==> config.mk <==
export PLATFORM = sky130hd
export DESIGN_NAME = button_event_ctrl_flat
export DESIGN_NICKNAME = d
export VERILOG_FILES = /design/src/rtl/button_event_ctrl_if.sv /design/src/rtl/button_event_ctrl.sv /design/src/flat_wrapper.sv
export SDC_FILE = /design/constraint.sdc
export NUM_CORES = 1
export LEC_CHECK = 0
export ABC_AREA = 1
export BUFFER_PORTS_ARGS = -buffer_cell sky130_fd_sc_hd__buf_2
export CAP_MARGIN = 0
export CORE_MARGIN = 8
export CORE_UTILIZATION = 58
export CTS_CLUSTER_DIAMETER = 120
export CTS_CLUSTER_SIZE = 30
export DETAILED_ROUTE_END_ITERATION = 6
export GPL_TIMING_DRIVEN = 0
export PLACE_DENSITY = 0.83
export SYNTH_ARGS = -nofsm -noshare
export SYNTH_HDL_FRONTEND = slang
export SYNTH_SLANG_ARGS = --single-unit
==> constraint.sdc <==
create_clock -name clk -period 6.6 [get_ports clk]
set_input_delay 0.99 -clock clk [delete_from_list [all_inputs] [get_ports clk]]
set_output_delay 0.99 -clock clk [all_outputs]
set_load 0.01 [all_outputs]
==> src/rtl/button_event_ctrl_if.sv <==
// Event handshake bundle between button_event_ctrl and its consumer.
//   evt_valid  : an event is offered (producer -> consumer)
//   evt_id     : index of the offered button (producer -> consumer)
//   evt_repeat : offered event came from auto-repeat (producer -> consumer)
//   evt_ready  : consumer accepts the offered event (consumer -> producer)
interface button_event_ctrl_if #(
    parameter int unsigned N_BTN = 4
);
    localparam int unsigned ID_W = $clog2(N_BTN);

    logic            evt_valid;
    logic [ID_W-1:0] evt_id;
    logic            evt_repeat;
    logic            evt_ready;

    modport master (
        output evt_valid,
        output evt_id,
        output evt_repeat,
        input  evt_ready
    );

    modport slave (
        input  evt_valid,
        input  evt_id,
        input  evt_repeat,
        output evt_ready
    );
endinterface

==> src/rtl/button_event_ctrl.sv <==
// Button event controller: turns debounced button press edges (and, optionally,
// auto-repeat while held) into a queue of one pending event per button, offered
// one at a time in fixed lowest-index-first priority over a valid/ready link.
//
// Ports:
//   clk       : system clock, all state on rising edge
//   rst       : synchronous active-high reset
//   btn_in    : debounced, clk-synchronous button levels (active-high)
//   evt       : event handshake (master side: valid/id/repeat out, ready in)
//   btn_held  : registered copy of btn_in
//   drop_cnt  : saturating count of events lost to an already-pending button
//
// Build option: define BTN_REPEAT_EN to add the shared auto-repeat counter.
// Without it no counter exists and evt_repeat is constant 0.
module button_event_ctrl #(
    parameter int unsigned N_BTN         = 4,
    parameter int unsigned REPEAT_DELAY  = 50000000,
    parameter int unsigned REPEAT_PERIOD = 10000000
) (
    input  logic                   clk,
    input  logic                   rst,
    input  logic [N_BTN-1:0]       btn_in,
    button_event_ctrl_if.master    evt,
    output logic [N_BTN-1:0]       btn_held,
    output logic [7:0]             drop_cnt
);

    localparam int unsigned ID_W    = $clog2(N_BTN);
    localparam int unsigned NDROP_W = 4;
    localparam int unsigned SUM_W   = 10;

    // Elaboration-time configuration sanity check
    if (N_BTN < 2 || N_BTN > 8 || REPEAT_DELAY < 1 || REPEAT_PERIOD < 1) begin : g_bad_cfg
        $error("button_event_ctrl: unsupported parameter set");
    end

    typedef enum logic {
        IDLE  = 1'b0,
        OFFER = 1'b1
    } state_e;

    state_e             state_q, state_d;
    logic [N_BTN-1:0]   pend_q, pend_d;
    logic [N_BTN-1:0]   tag_q, tag_d;
    logic [ID_W-1:0]    id_q, id_d;
    logic               rep_q, rep_d;
    logic [7:0]         drop_d;
    logic [NDROP_W-1:0] n_drop;
    logic [SUM_W-1:0]   drop_sum;
    logic [N_BTN-1:0]   rise;
    logic [N_BTN-1:0]   rpt_set;
    logic [ID_W-1:0]    first_pend;
    logic               accept;

    // Lowest set index of a vector (0 when empty)
    function automatic logic [ID_W-1:0] lowest_idx(input logic [N_BTN-1:0] v);
        logic [ID_W-1:0] r;
        logic            found;
        r     = '0;
        found = 1'b0;
        for (int i = 0; i < int'(N_BTN); i++) begin
            if (v[i] && !found) begin
                r     = ID_W'(i);
                found = 1'b1;
            end
        end
        return r;
    endfunction

    assign rise       = btn_in & ~btn_held;
    assign accept     = (state_q == OFFER) && evt.evt_ready;
    assign first_pend = lowest_idx(pend_q);

    assign evt.evt_valid  = (state_q == OFFER);
    assign evt.evt_id     = id_q;
    assign evt.evt_repeat = rep_q;

`ifdef BTN_REPEAT_EN
    localparam int unsigned CNT_W = $clog2(REPEAT_DELAY + REPEAT_PERIOD + 1);
    localparam logic [CNT_W-1:0] FIRST_HIT = CNT_W'(REPEAT_DELAY);
    localparam logic [CNT_W-1:0] NEXT_HIT  = CNT_W'(REPEAT_DELAY + REPEAT_PERIOD);

    logic [CNT_W-1:0] cnt_q, cnt_d, cnt_inc;
    logic [ID_W-1:0]  idx_in, idx_held;
    logic             run;

    // Shared repeat counter: counts edges the same lowest-index button stays held.
    // The press edge itself loads 0 because btn_held is still low there.
    always_comb begin
        idx_in   = lowest_idx(btn_in);
        idx_held = lowest_idx(btn_held);
        run      = (|btn_in) && (|btn_held) && (idx_in == idx_held);
        cnt_inc  = cnt_q + CNT_W'(1);
        cnt_d    = '0;
        rpt_set  = '0;
        if (run) begin
            cnt_d = cnt_inc;
            if (cnt_inc == FIRST_HIT) begin
                rpt_set[idx_in] = 1'b1;
            end
            if (cnt_inc == NEXT_HIT) begin
                rpt_set[idx_in] = 1'b1;
                cnt_d           = FIRST_HIT;
            end
        end
    end

    always_ff @(posedge clk) begin
        if (rst) begin
            cnt_q <= '0;
        end else begin
            cnt_q <= cnt_d;
        end
    end
`else
    assign rpt_set = '0;
`endif

    // Pending/tag update and drop accounting; a same-edge acceptance frees the slot
    always_comb begin
        pend_d = pend_q;
        tag_d  = tag_q;
        n_drop = '0;
        if (accept) begin
            pend_d[id_q] = 1'b0;
        end
        for (int i = 0; i < int'(N_BTN); i++) begin
            if (rise[i] || rpt_set[i]) begin
                if (pend_q[i] && !(accept && (id_q == ID_W'(i)))) begin
                    n_drop = n_drop + NDROP_W'(1);
                end else begin
                    pend_d[i] = 1'b1;
                    tag_d[i]  = rpt_set[i];
                end
            end
        end
        drop_sum = SUM_W'(drop_cnt) + SUM_W'(n_drop);
        drop_d   = (drop_sum > SUM_W'(255)) ? 8'hFF : drop_sum[7:0];
    end

    // Offer FSM: latch id/tag on entry, hold until accepted
    always_comb begin
        state_d = state_q;
        id_d    = id_q;
        rep_d   = rep_q;
        case (state_q)
            IDLE: begin
                if (|pend_q) begin
                    state_d = OFFER;
                    id_d    = first_pend;
                    rep_d   = tag_q[first_pend];
                end
            end
            OFFER: begin
                if (evt.evt_ready) begin
                    state_d = IDLE;
                end
            end
            default: state_d = IDLE;
        endcase
    end

    always_ff @(posedge clk) begin
        if (rst) begin
            state_q  <= IDLE;
            pend_q   <= '0;
            tag_q    <= '0;
            id_q     <= '0;
            rep_q    <= 1'b0;
            btn_held <= '0;
            drop_cnt <= '0;
        end else begin
            state_q  <= state_d;
            pend_q   <= pend_d;
            tag_q    <= tag_d;
            id_q     <= id_d;
            rep_q    <= rep_d;
            btn_held <= btn_in;
            drop_cnt <= drop_d;
        end
    end

endmodule

==> src/flat_wrapper.sv <==
// flat-port wrapper written by rule: the top's interface ports become plain ports
module button_event_ctrl_flat 
#(
    parameter int unsigned N_BTN         = 4,
    parameter int unsigned REPEAT_DELAY  = 50000000,
    parameter int unsigned REPEAT_PERIOD = 10000000
)
  (clk, rst, btn_in, btn_held, drop_cnt, evt_evt_valid, evt_evt_id, evt_evt_repeat, evt_evt_ready);
  button_event_ctrl_if #(.N_BTN(N_BTN)) evt_i ();
  input  logic clk;
  input  logic rst;
  input  logic [N_BTN-1:0] btn_in;
  output logic [N_BTN-1:0] btn_held;
  output logic [7:0] drop_cnt;
  output wire logic [$bits(evt_i.evt_valid)-1:0] evt_evt_valid;
  output wire logic [$bits(evt_i.evt_id)-1:0] evt_evt_id;
  output wire logic [$bits(evt_i.evt_repeat)-1:0] evt_evt_repeat;
  input wire logic [$bits(evt_i.evt_ready)-1:0] evt_evt_ready;
  assign evt_evt_valid = evt_i.evt_valid;
  assign evt_evt_id = evt_i.evt_id;
  assign evt_evt_repeat = evt_i.evt_repeat;
  assign evt_i.evt_ready = evt_evt_ready;
  button_event_ctrl #(.N_BTN(N_BTN), .REPEAT_DELAY(REPEAT_DELAY), .REPEAT_PERIOD(REPEAT_PERIOD)) u_core (.clk(clk), .rst(rst), .btn_in(btn_in), .evt(evt_i), .btn_held(btn_held), .drop_cnt(drop_cnt));
endmodule
==> metrics.md, run 1 <==
| Metric | Value |
|---|---|
| Crit Path Class | `input pin to register` |
| CTS sink count | `19` |
| Resized cells post-CTS | `0` |
| GP Congestion | `0.837` |
| Filler cell count in the final layout | `175` |
| Crit path time final | `3.75 ns` |
| Slowest CP cell | `fa_1` |
| Total GRT Usage | `0.138` |
| Post-detail-place hpwl | `1930 um` |
| Post-synth EDFFs | `0` |
| DRT Pass-1 Iters | `4` |
| Worst R2R Setup Slack | `3.16 ns` |
| Core Rows | `16` |
| # Post-CTS Setup Buffers | `0` |
| Worst-path clk slew | `0.11 ns` |
| Starting Density | `0.608` |
| R2r startpoint | `u_core.evt.evt_valid` |
| Post-synth ARST share | `0` |
| Vias/cell | `5.05` |
| CORE AREA | `1940 um^2` |
| CP Cell Sequence | `buf_2 -> nand2_2 -> inv_2 -> nand2_2 -> nand3_1 -> inv_1 -> ha_1 -> nand2_1 -> nand2_1 -> ha_1 -> nand2_2 -> o21ai_4 -> ha_1 -> inv_1 -> nand2_1 -> o21ai_2 -> fa_1 -> o21ai_4 -> nand3_2 -> o21ai_0 -> nor2_1` |
| Skew-Pair Late Insertion Delay | `0.31 ns` |
| Yosys reg bits | `19` |
| Worst path max stage delay | `0.48 ns` |
| Die width | `61.1 um` |
| Gate Count Post-Synth | `156` |
| Vias in the first global route | `985` |
| Final worst path period share | `0.569` |
| Post-synth top flop | `dfxtp_1` |
| Multi-input gate area | `679 um^2` |
| Hold depth | `2` |
| Share of cells above drive strength 1 | `0.276` |
| Setup Skew | `0.00688 ns` |
| Inserted Clock Buffers | `3` |
| Die area | `3730 um^2` |
| N_diodes | `0` |
| Synthesized Nets | `171` |
| Share of the synthesized area in the top cell type | `0.322` |
| Final setup TNS | `0 ns` |
| # DRC | `0` |
| R2r endpoint | `u_core.drop_cnt[6]` |
| Mapped Avg Cell Area | `7.56 um^2` |
| Lkg Pwr | `0.726 nW` |
| WP data arrival | `3.96 ns` |
| Ys Warns | `0` |
| HP Class | `register to register` |
| Area leader, netlist | `dfxtp_1` |
| CP endpoint kind | `register` |
| Maximum fanout along the worst path | `4` |
| Root Driver | `clkbuf_4` |
| P&R area growth vs syn | `14.1%` |
| WP data required | `6.81 ns` |
| Die height | `61.1 um` |
| Vias | `1051` |
| R2R depth | `20` |
| Final setup viols | `0` |
| Number of routed nets with antenna violations | `0` |
| PwrDens | `184 nW/um^2` |
| CP Launch Type | `input pin` |
| Unrepaired setup endpoints after global routing | `false` |
| FMAX | `0.266 GHz` |
| Largest net degree at the start of global routing | `12` |
| Hold endpoint | `u_core.pend_q[3]` |
| Wirelength, routed | `2300 um` |
| Post-Syn Area | `1180 um^2` |
| CTS tree | `done` |
| Sequential Area | `380 um^2` |
| Register area share after synthesis | `0.322` |
| Final hold slack | `0.526 ns` |
| VDD IR max | `0.157 mV` |
| First-pass GRT wire length | `3830 um` |
| Status | `completed` |
| Final net count | `197` |
| Area contributors post-synth | `dfxtp_1 32%, inv_1 8.0%, nand2_1 8.0%` |
| Iter 0 DRT Violations | `18` |
| Total gr overflow | `0` |
| Number of port buffers | `21` |
| Deepest clock path buffer count | `2` |
| IO Pins | `23` |
| Slew Limit Fails | `0` |
| Cell variety after synth | `31` |
| Max cap viols | `0` |
| Drt wl/cell | `11.1 um` |
| Post-CTS Hold Fix Bufs | `0` |
| Final hold violations | `0` |
| Initial antenna violation count | `0` |
| Hold Crit Start | `u_core.pend_q[3]` |
| H-tree depth | `1` |
-- metrics by stage --
| step | instances | util | worst slack (ns) | cell area, um^2 | power [mW] |
|---|---|---|---|---|---|
| after global routing | 208 | 0.693 | 2.67 | 1350 | 0.264 |
| after CTS | 208 | 0.693 | 2.86 | 1350 | 0.250 |
| after global placement | 204 | 0.679 | 2.65 | 1320 | 0.187 |
| final | 208 | 0.693 | 2.85 | 1350 | 0.247 |
| after floorplan | 156 | - | 2.88 | 1180 | 0.173 |
| after detailed placement | 204 | 0.679 | 2.52 | 1320 | 0.190 |
-- cells by family (layout without fill, tap and decap cells) --
logic type,after synthesis,count (layout),share of synthesized area
compound gates,27,27,0.151
xor+xnor,4,4,0.0297
fa+ha+maj,8,8,0.0912
buf+inv,30,55,0.102
flops,19,19,0.322
other cells,1,1,0.00318
simple gates,67,67,0.301
-- how the worst max path moves through the flow --
stage               slack, ns     startpoint            endpoint  cells past startpoint
floorplan                2.88  evt_evt_ready  u_core.drop_cnt[6]                     20
global placement         2.65  evt_evt_ready  u_core.drop_cnt[5]                     20
detailed placement       2.52  evt_evt_ready  u_core.drop_cnt[6]                     21
CTS                      2.86  evt_evt_ready  u_core.drop_cnt[6]                     21
global route             2.67      btn_in[0]  u_core.drop_cnt[6]                     20
finish                   2.85  evt_evt_ready  u_core.drop_cnt[6]                     21
-- cells in the mapped netlist, types with 2 or more instances --
cell type	instances
inv_1	25
nand2_1	25
dfxtp_1	19
nor2_1	17
a21oi_1	13
nand3_1	10
ha_1	7
nand2_2	6
o21ai_0	4
o21ai_2	3
a31oi_1	2
nand3_2	2
nor2_2	2
o21ai_4	2
xnor2_1	2
xor2_1	2
-- final cells by class --
| type | count | share of cell area |
|---|---|---|
| repair buffers | 21 | 0.0781 |
| flip-flops and latches | 19 | 0.283 |
| clock buffers | 3 | 0.0167 |
| inverters | 27 | 0.0771 |
| well taps | 27 | 0.0251 |
| plain buffers | 3 | 0.0121 |
| clock inverters | 1 | 0.00372 |
| multi-input cells | 107 | 0.505 |
-- sequential cells by signal, summed over array words and instances (netlist names) --
register and flops:
u_core.btn_held 4, u_core.drop_cnt 8, u_core.evt.evt_id 2, u_core.evt.evt_valid 1
u_core.pend_q 4
-- layout by cell type, fill, tap and decap left out, types with 3 or more instances in the layout --
master,n
nor2_1,17
ha_1,7
clkbuf_4,3
buf_2,22
inv_1,25
a21oi_1,13
nand2_2,6
o21ai_0,4
o21ai_2,3
dfxtp_1,19
nand3_1,10
nand2_1,25
-- worst max-delay path: cells and delay by family --
family / cells / cell delay, ns
adder cells (fa/ha/maj): 4 / 1.35
AND/OR/NAND/NOR: 9 / 0.76
AO/OA/AOI/OAI: 4 / 0.59
buffers and inverters: 4 / 0.27
-- power breakdown --
part / total (mW) / switching [mW] / internal [mW]
Sequential: 0.132 / 0.00819 / 0.123
Combinational: 0.0554 / 0.0332 / 0.0222
Clock: 0.0602 / 0.0376 / 0.0227
Total: 0.247 / 0.0789 / 0.168
-- routing by layer --
layer | wire (um) | up-vias | GRT usage
met1 | 967 | 470 | 0.137
li1 | - | 549 | -
met4 | 63 | 0 | 0.0864
met5 | 0 | - | 0
met3 | 125 | 7 | 0.0355
met2 | 1150 | 25 | 0.248
Note: power is estimated with default switching activity, not from simulation.
==> inputs of run 2 (changes only) <==
--- a/config.mk
+++ b/config.mk
@@ -9,12 +9,12 @@
 export BUFFER_PORTS_ARGS = -buffer_cell sky130_fd_sc_hd__buf_2
 export CAP_MARGIN = 0
 export CORE_MARGIN = 8
-export CORE_UTILIZATION = 58
+export CORE_UTILIZATION = 48
 export CTS_CLUSTER_DIAMETER = 120
 export CTS_CLUSTER_SIZE = 30
 export DETAILED_ROUTE_END_ITERATION = 6
 export GPL_TIMING_DRIVEN = 0
-export PLACE_DENSITY = 0.83
+export PLACE_DENSITY = 0.74
 export SYNTH_ARGS = -nofsm -noshare
 export SYNTH_HDL_FRONTEND = slang
 export SYNTH_SLANG_ARGS = --single-unit
==> constraint.sdc (replaced) <==
create_clock -name clk -period 3.05 [get_ports clk]
set_input_delay 0.4575 -clock clk [delete_from_list [all_inputs] [get_ports clk]]
set_output_delay 0.4575 -clock clk [all_outputs]
set_load 0.01 [all_outputs]
==> metrics.md, run 2 (synthesized netlist as in run 1, its figures left out) <==
| Metric | Value |
|---|---|
| Most common cell after layout, fill and taps aside | `inv_1` |
| N_diodes | `0` |
| Final hold violations | `0` |
| Share of cells above drive strength 1 | `0.430` |
| Crit path time final | `2.90 ns` |
| Status | `completed` |
| GP Congestion | `0.873` |
| R2r endpoint | `u_core.drop_cnt[4]` |
| Starting Density | `0.490` |
| Max transition margin | `0.658` |
| Sequential Area | `387 um^2` |
| Wirelength, routed | `2670 um` |
| Worst-path clk slew | `0.11 ns` |
| Hold Crit Start | `rst` |
| Vias/cell | `4.95` |
| Hold endpoint | `u_core.drop_cnt[2]` |
| Largest net degree at the start of global routing | `11` |
| Number of port buffers | `21` |
| Final net count | `209` |
| CP Launch Type | `register` |
| Initial antenna violation count | `0` |
| Drt wl/cell | `12.0 um` |
| Max cap viols | `0` |
| WP data required | `3.26 ns` |
| Vias | `1104` |
| CTS sink count | `19` |
| Post-detail-place hpwl | `1870 um` |
| CORE AREA | `2410 um^2` |
| Multi-input gate area | `813 um^2` |
| Maximum fanout along the worst path | `4` |
| Max reg flops | `8` |
| FMAX | `0.345 GHz` |
| Switching power | `0.191 mW` |
| Iter 0 DRT Violations | `54` |
| Vias in the first global route | `1067` |
| Top Registers | `u_core.drop_cnt (8), u_core.btn_held (4), u_core.pend_q (4)` |
| R2R depth | `20` |
| CTS tree | `done` |
| Clk network pwr share | `0.221` |
| First-pass GRT wire length | `4210 um` |
| Reg with most FFs | `u_core.drop_cnt` |
| Worst R2R Setup Slack | `0.15 ns` |
| WP data arrival | `3.10 ns` |
| Filler cell count in the final layout | `196` |
| Hold depth | `2` |
| Crit Path Class | `register to register` |
| Post-CTS Hold Fix Bufs | `0` |
| Lkg Pwr | `0.822 nW` |
| Inserted Clock Buffers | `3` |
| Total GRT Usage | `0.120` |
| Final setup viols | `0` |
| Deepest clock path buffer count | `2` |
| Die width | `65.6 um` |
| PwrDens | `368 nW/um^2` |
| Comb power frac | `0.281` |
| HP Class | `input pin to register` |
| Cell internal pwr | `0.391 mW` |
| Util after Layout | `0.656` |
| Core Rows | `18` |
| DRT Pass-1 Iters | `4` |
| H-tree depth | `1` |
| R2r startpoint | `u_core.evt.evt_valid` |
| IO Pins | `23` |
| Skew-Pair Late Insertion Delay | `0.30 ns` |
| P&R area growth vs syn | `34.0%` |
| Number of routed nets with antenna violations | `0` |
| VDD IR max | `0.287 mV` |
| Total gr overflow | `0` |
| CP endpoint kind | `register` |
| Final worst path period share | `0.949` |
| Die area | `4300 um^2` |
| Register share of total power | `0.497` |
| Worst Tran Pin Value | `0.513 ns` |
| Setup Skew | `0.0142 ns` |
| Net Sw Frac | `0.328` |
| Root Driver | `clkbuf_4` |
| PnR worst setup slack | `0.155 ns` |
| Slew Limit Fails | `0` |
| Die height | `65.6 um` |
| # DRC | `0` |
| Commonest cells after routing, fill and taps aside | `23 x inv_1, 22 x buf_2, 18 x nand2_1` |
| Place WS | `-0.286 ns` |
-- run 2: critical path: stages, from the launching register on --
cell and delay [ns]:
dfxtp_2 0.37, nand2_4 0.06, inv_4 0.08, nand2_4 0.07, nand3_4 0.06, inv_2 0.05
ha_4 0.24, nand2_4 0.07, nand2_4 0.06, ha_4 0.28, nand2_4 0.05, o21ai_4 0.08
ha_4 0.14, nand2_1 0.06, xor2_1 0.16, ha_1 0.34, nand2_2 0.08, o21ai_4 0.22
buf_4 0.15, xnor2_1 0.10, a21oi_1 0.08
-- run 2: area by class of cell --
type | count | share of cell area
Multi-Input combinational cell | 107 | 0.514
Tap cell | 30 | 0.0237
Timing Repair Buffer | 33 | 0.123
Inverter | 27 | 0.0672
Sequential cell | 19 | 0.244
Clock buffer | 4 | 0.0166
Buffer | 3 | 0.0103
-- run 2: worst max-delay path by stage --
| stage | start | end | slack (ns) | depth (start not counted) |
|---|---|---|---|---|
| after global routing | u_core.evt.evt_valid | u_core.drop_cnt[5] | -0.01 | 21 |
| after detailed placement | evt_evt_ready | u_core.drop_cnt[5] | -0.29 | 22 |
| after floorplan | evt_evt_ready | u_core.drop_cnt[6] | 0.02 | 20 |
| final | u_core.evt.evt_valid | u_core.drop_cnt[4] | 0.15 | 20 |
| after CTS | u_core.evt.evt_valid | u_core.drop_cnt[5] | 0.001 | 21 |
| after global placement | evt_evt_ready | u_core.drop_cnt[5] | -0.23 | 22 |
-- run 2: stage by stage --
stage	area (um^2)	total power [mW]	std cells	hold slack (ns)	TNS, ns
floorplan	1180	0.375	156	0.476	0
global placement	1330	0.407	207	0.490	-1.63
detailed placement	1330	0.413	207	0.506	-2.06
CTS	1450	0.560	217	0.342	0
global route	1580	0.619	223	0.346	-0.0116
finish	1580	0.583	223	0.361	0
-- run 2: power by group through the flow --
stage / logic [mW] / registers, mW / clock network, mW
CTS: 0.139 / 0.285 / 0.135
detailed placement: 0.122 / 0.291 / 0
global route: 0.181 / 0.293 / 0.145
finish: 0.164 / 0.290 / 0.129
global placement: 0.117 / 0.290 / 0
floorplan: 0.0803 / 0.295 / 0
-- run 2: metal layers --
| layer | global-route usage | up-vias | share of wire |
|---|---|---|---|
| met3 | 0.0493 | 4 | 0.065 |
| li1 | - | 569 | - |
| met5 | 0 | - | 0 |
| met1 | 0.117 | 510 | 0.41 |
| met2 | 0.226 | 21 | 0.51 |
| met4 | 0.0354 | 0 | 0.013 |
-- run 2: what timing repair did --
action                     4_1_cts  5_1_grt
pin swaps                        9       16
resized for setup               10       22
setup endpoints to repair        8        8
buffers inserted                 6        6
==> inputs of run 3 (changes only) <==
--- a/config.mk
+++ b/config.mk
@@ -14,7 +14,9 @@
 export CTS_CLUSTER_SIZE = 30
 export DETAILED_ROUTE_END_ITERATION = 6
 export GPL_TIMING_DRIVEN = 0
+export HOLD_SLACK_MARGIN = 0.03
 export PLACE_DENSITY = 0.74
+export RECOVER_POWER = 100
 export SYNTH_ARGS = -nofsm -noshare
 export SYNTH_HDL_FRONTEND = slang
 export SYNTH_SLANG_ARGS = --single-unit
==> metrics.md, run 3 (synthesized netlist as in run 1, its figures left out) <==
| Metric | Value |
|---|---|
| Status | `completed` |
| Crit path time final | `2.90 ns` |
| Final worst path period share | `0.950` |
| Total power draw | `0.582 mW` |
| Wirelength, routed | `2660 um` |
| N_diodes | `0` |
| Vias in the first global route | `1067` |
| Largest net degree at the start of global routing | `11` |
| Most common cell after layout, fill and taps aside | `inv_1` |
| P&R area growth vs syn | `33.9%` |
| Setup Skew | `0.0130 ns` |
| Total GRT Usage | `0.120` |
| DRT Pass-1 Iters | `4` |
| Die area | `4300 um^2` |
| Worst-path clk slew | `0.11 ns` |
| Sequential Area | `387 um^2` |
| Share of cells above drive strength 1 | `0.425` |
| Core Rows | `18` |
| GP Congestion | `0.873` |
| Iter 0 DRT Violations | `54` |
| Total gr overflow | `0` |
| Slew Limit Fails | `0` |
| Starting Density | `0.490` |
| Die width | `65.6 um` |
| Final hold violations | `0` |
| WP data required | `3.25 ns` |
| Final hold slack | `0.378 ns` |
| HP Class | `input pin to register` |
| CP Launch Type | `register` |
| Util after Layout | `0.656` |
| Vias | `1105` |
| CTS tree | `done` |
| Root Driver | `clkbuf_4` |
| Post-detail-place hpwl | `1870 um` |
| Maximum fanout along the worst path | `4` |
| CTS sink count | `19` |
| Lkg Pwr | `0.820 nW` |
| Top Registers | `u_core.drop_cnt (8), u_core.btn_held (4), u_core.pend_q (4)` |
| Max transition margin | `0.659` |
| Max cap viols | `0` |
| First-pass GRT wire length | `4210 um` |
| CORE AREA | `2410 um^2` |
| Inserted Clock Buffers | `3` |
| Crit Path Class | `register to register` |
| FMAX | `0.345 GHz` |
| Skew-Pair Late Insertion Delay | `0.30 ns` |
| Max reg flops | `8` |
| Number of port buffers | `21` |
| WP data arrival | `3.10 ns` |
| Final setup TNS | `0 ns` |
| Drt wl/cell | `11.9 um` |
| Number of routed nets with antenna violations | `0` |
| Commonest cells after routing, fill and taps aside | `23 x inv_1, 21 x buf_2, 18 x nand2_1` |
| Initial antenna violation count | `0` |
| Final setup viols | `0` |
| Reg with most FFs | `u_core.drop_cnt` |
| Die height | `65.6 um` |
| Worst Tran Pin Value | `0.512 ns` |
| Filler cell count in the final layout | `197` |
| CP endpoint kind | `register` |
| IO Pins | `23` |
| Vias/cell | `4.96` |
| H-tree depth | `1` |
| Final net count | `209` |
| Multi-input gate area | `813 um^2` |
| # DRC | `0` |
| VDD IR max | `0.287 mV` |
| Deepest clock path buffer count | `2` |
| PwrDens | `368 nW/um^2` |
run 3: cell types whose count changed in the layout (fill, tap and decap cells not counted), sizes merged:
cell / previous run / this run
clkbuf: 5 / 6
buf: 35 / 34
run 3: layer usage:
metal	global-route usage	share of wire	wire length [um]	vias up
li1	-	-	-	568
met1	0.117	0.41	1090	512
met2	0.226	0.51	1350	21
met3	0.0493	0.065	173	4
met4	0.0354	0.014	36	0
met5	0	0	0	-
run 3: what timing repair did:
action / 4_1_cts / 5_1_grt
cloned: 0 / 0
pin swaps: 9 / 16
hold endpoints to repair: 0 / 0
hold buffers: 0 / 0
gates resized for setup: 10 / 22
setup endpoints to repair: 8 / 8
setup buffers: 6 / 6
run 3: through the flow:
step	std cells	worst slack, ns	area [um^2]
final	223	0.152	1580
after global routing	223	-0.0116	1580
after CTS	217	0.00105	1450
after detailed placement	207	-0.286	1330
after global placement	207	-0.226	1330
after floorplan	156	0.0206	1180
run 3: area by class of cell:
class,count,area share
clock buffer,4,0.0166
tap,30,0.0238
inverter,27,0.0673
sequential,19,0.245
buffer,3,0.0103
multi-input combinational,107,0.515
timing repair buffer,33,0.123
run 3: where the power goes:
group | switching, mW | leakage (nW) | internal, mW | total [mW]
logic | 0.0918 | 0.647 | 0.0719 | 0.164
clock network | 0.0774 | 0.0150 | 0.0510 | 0.128
registers | 0.0215 | 0.158 | 0.268 | 0.290
run 3: path summary, 6_finish.rpt:
| path | depth (start not counted) | slack, ns | from | endpoint |
|---|---|---|---|---|
| worst max-delay path | 20 | 0.15 | u_core.evt.evt_valid | u_core.drop_cnt[4] |
| worst min-delay path | 3 | 0.38 | btn_in[1] | u_core.btn_held[1] |
| worst max register to register | 20 | 0.15 | u_core.evt.evt_valid | u_core.drop_cnt[4] |
| worst min register to register | 2 | 0.54 | u_core.drop_cnt[6] | u_core.drop_cnt[6] |
run 3: worst max-delay path, cell delays in order (launching register included):
cell and delay (ns):
dfxtp_2 0.37, nand2_4 0.06, inv_4 0.08, nand2_4 0.07
nand3_4 0.06, inv_2 0.05, ha_4 0.24, nand2_4 0.07
nand2_4 0.06, ha_4 0.28, nand2_4 0.05, o21ai_4 0.08
ha_4 0.14, nand2_1 0.06, xor2_1 0.16, ha_1 0.34
nand2_2 0.08, o21ai_4 0.22, buf_4 0.15, xnor2_1 0.10
a21oi_1 0.08
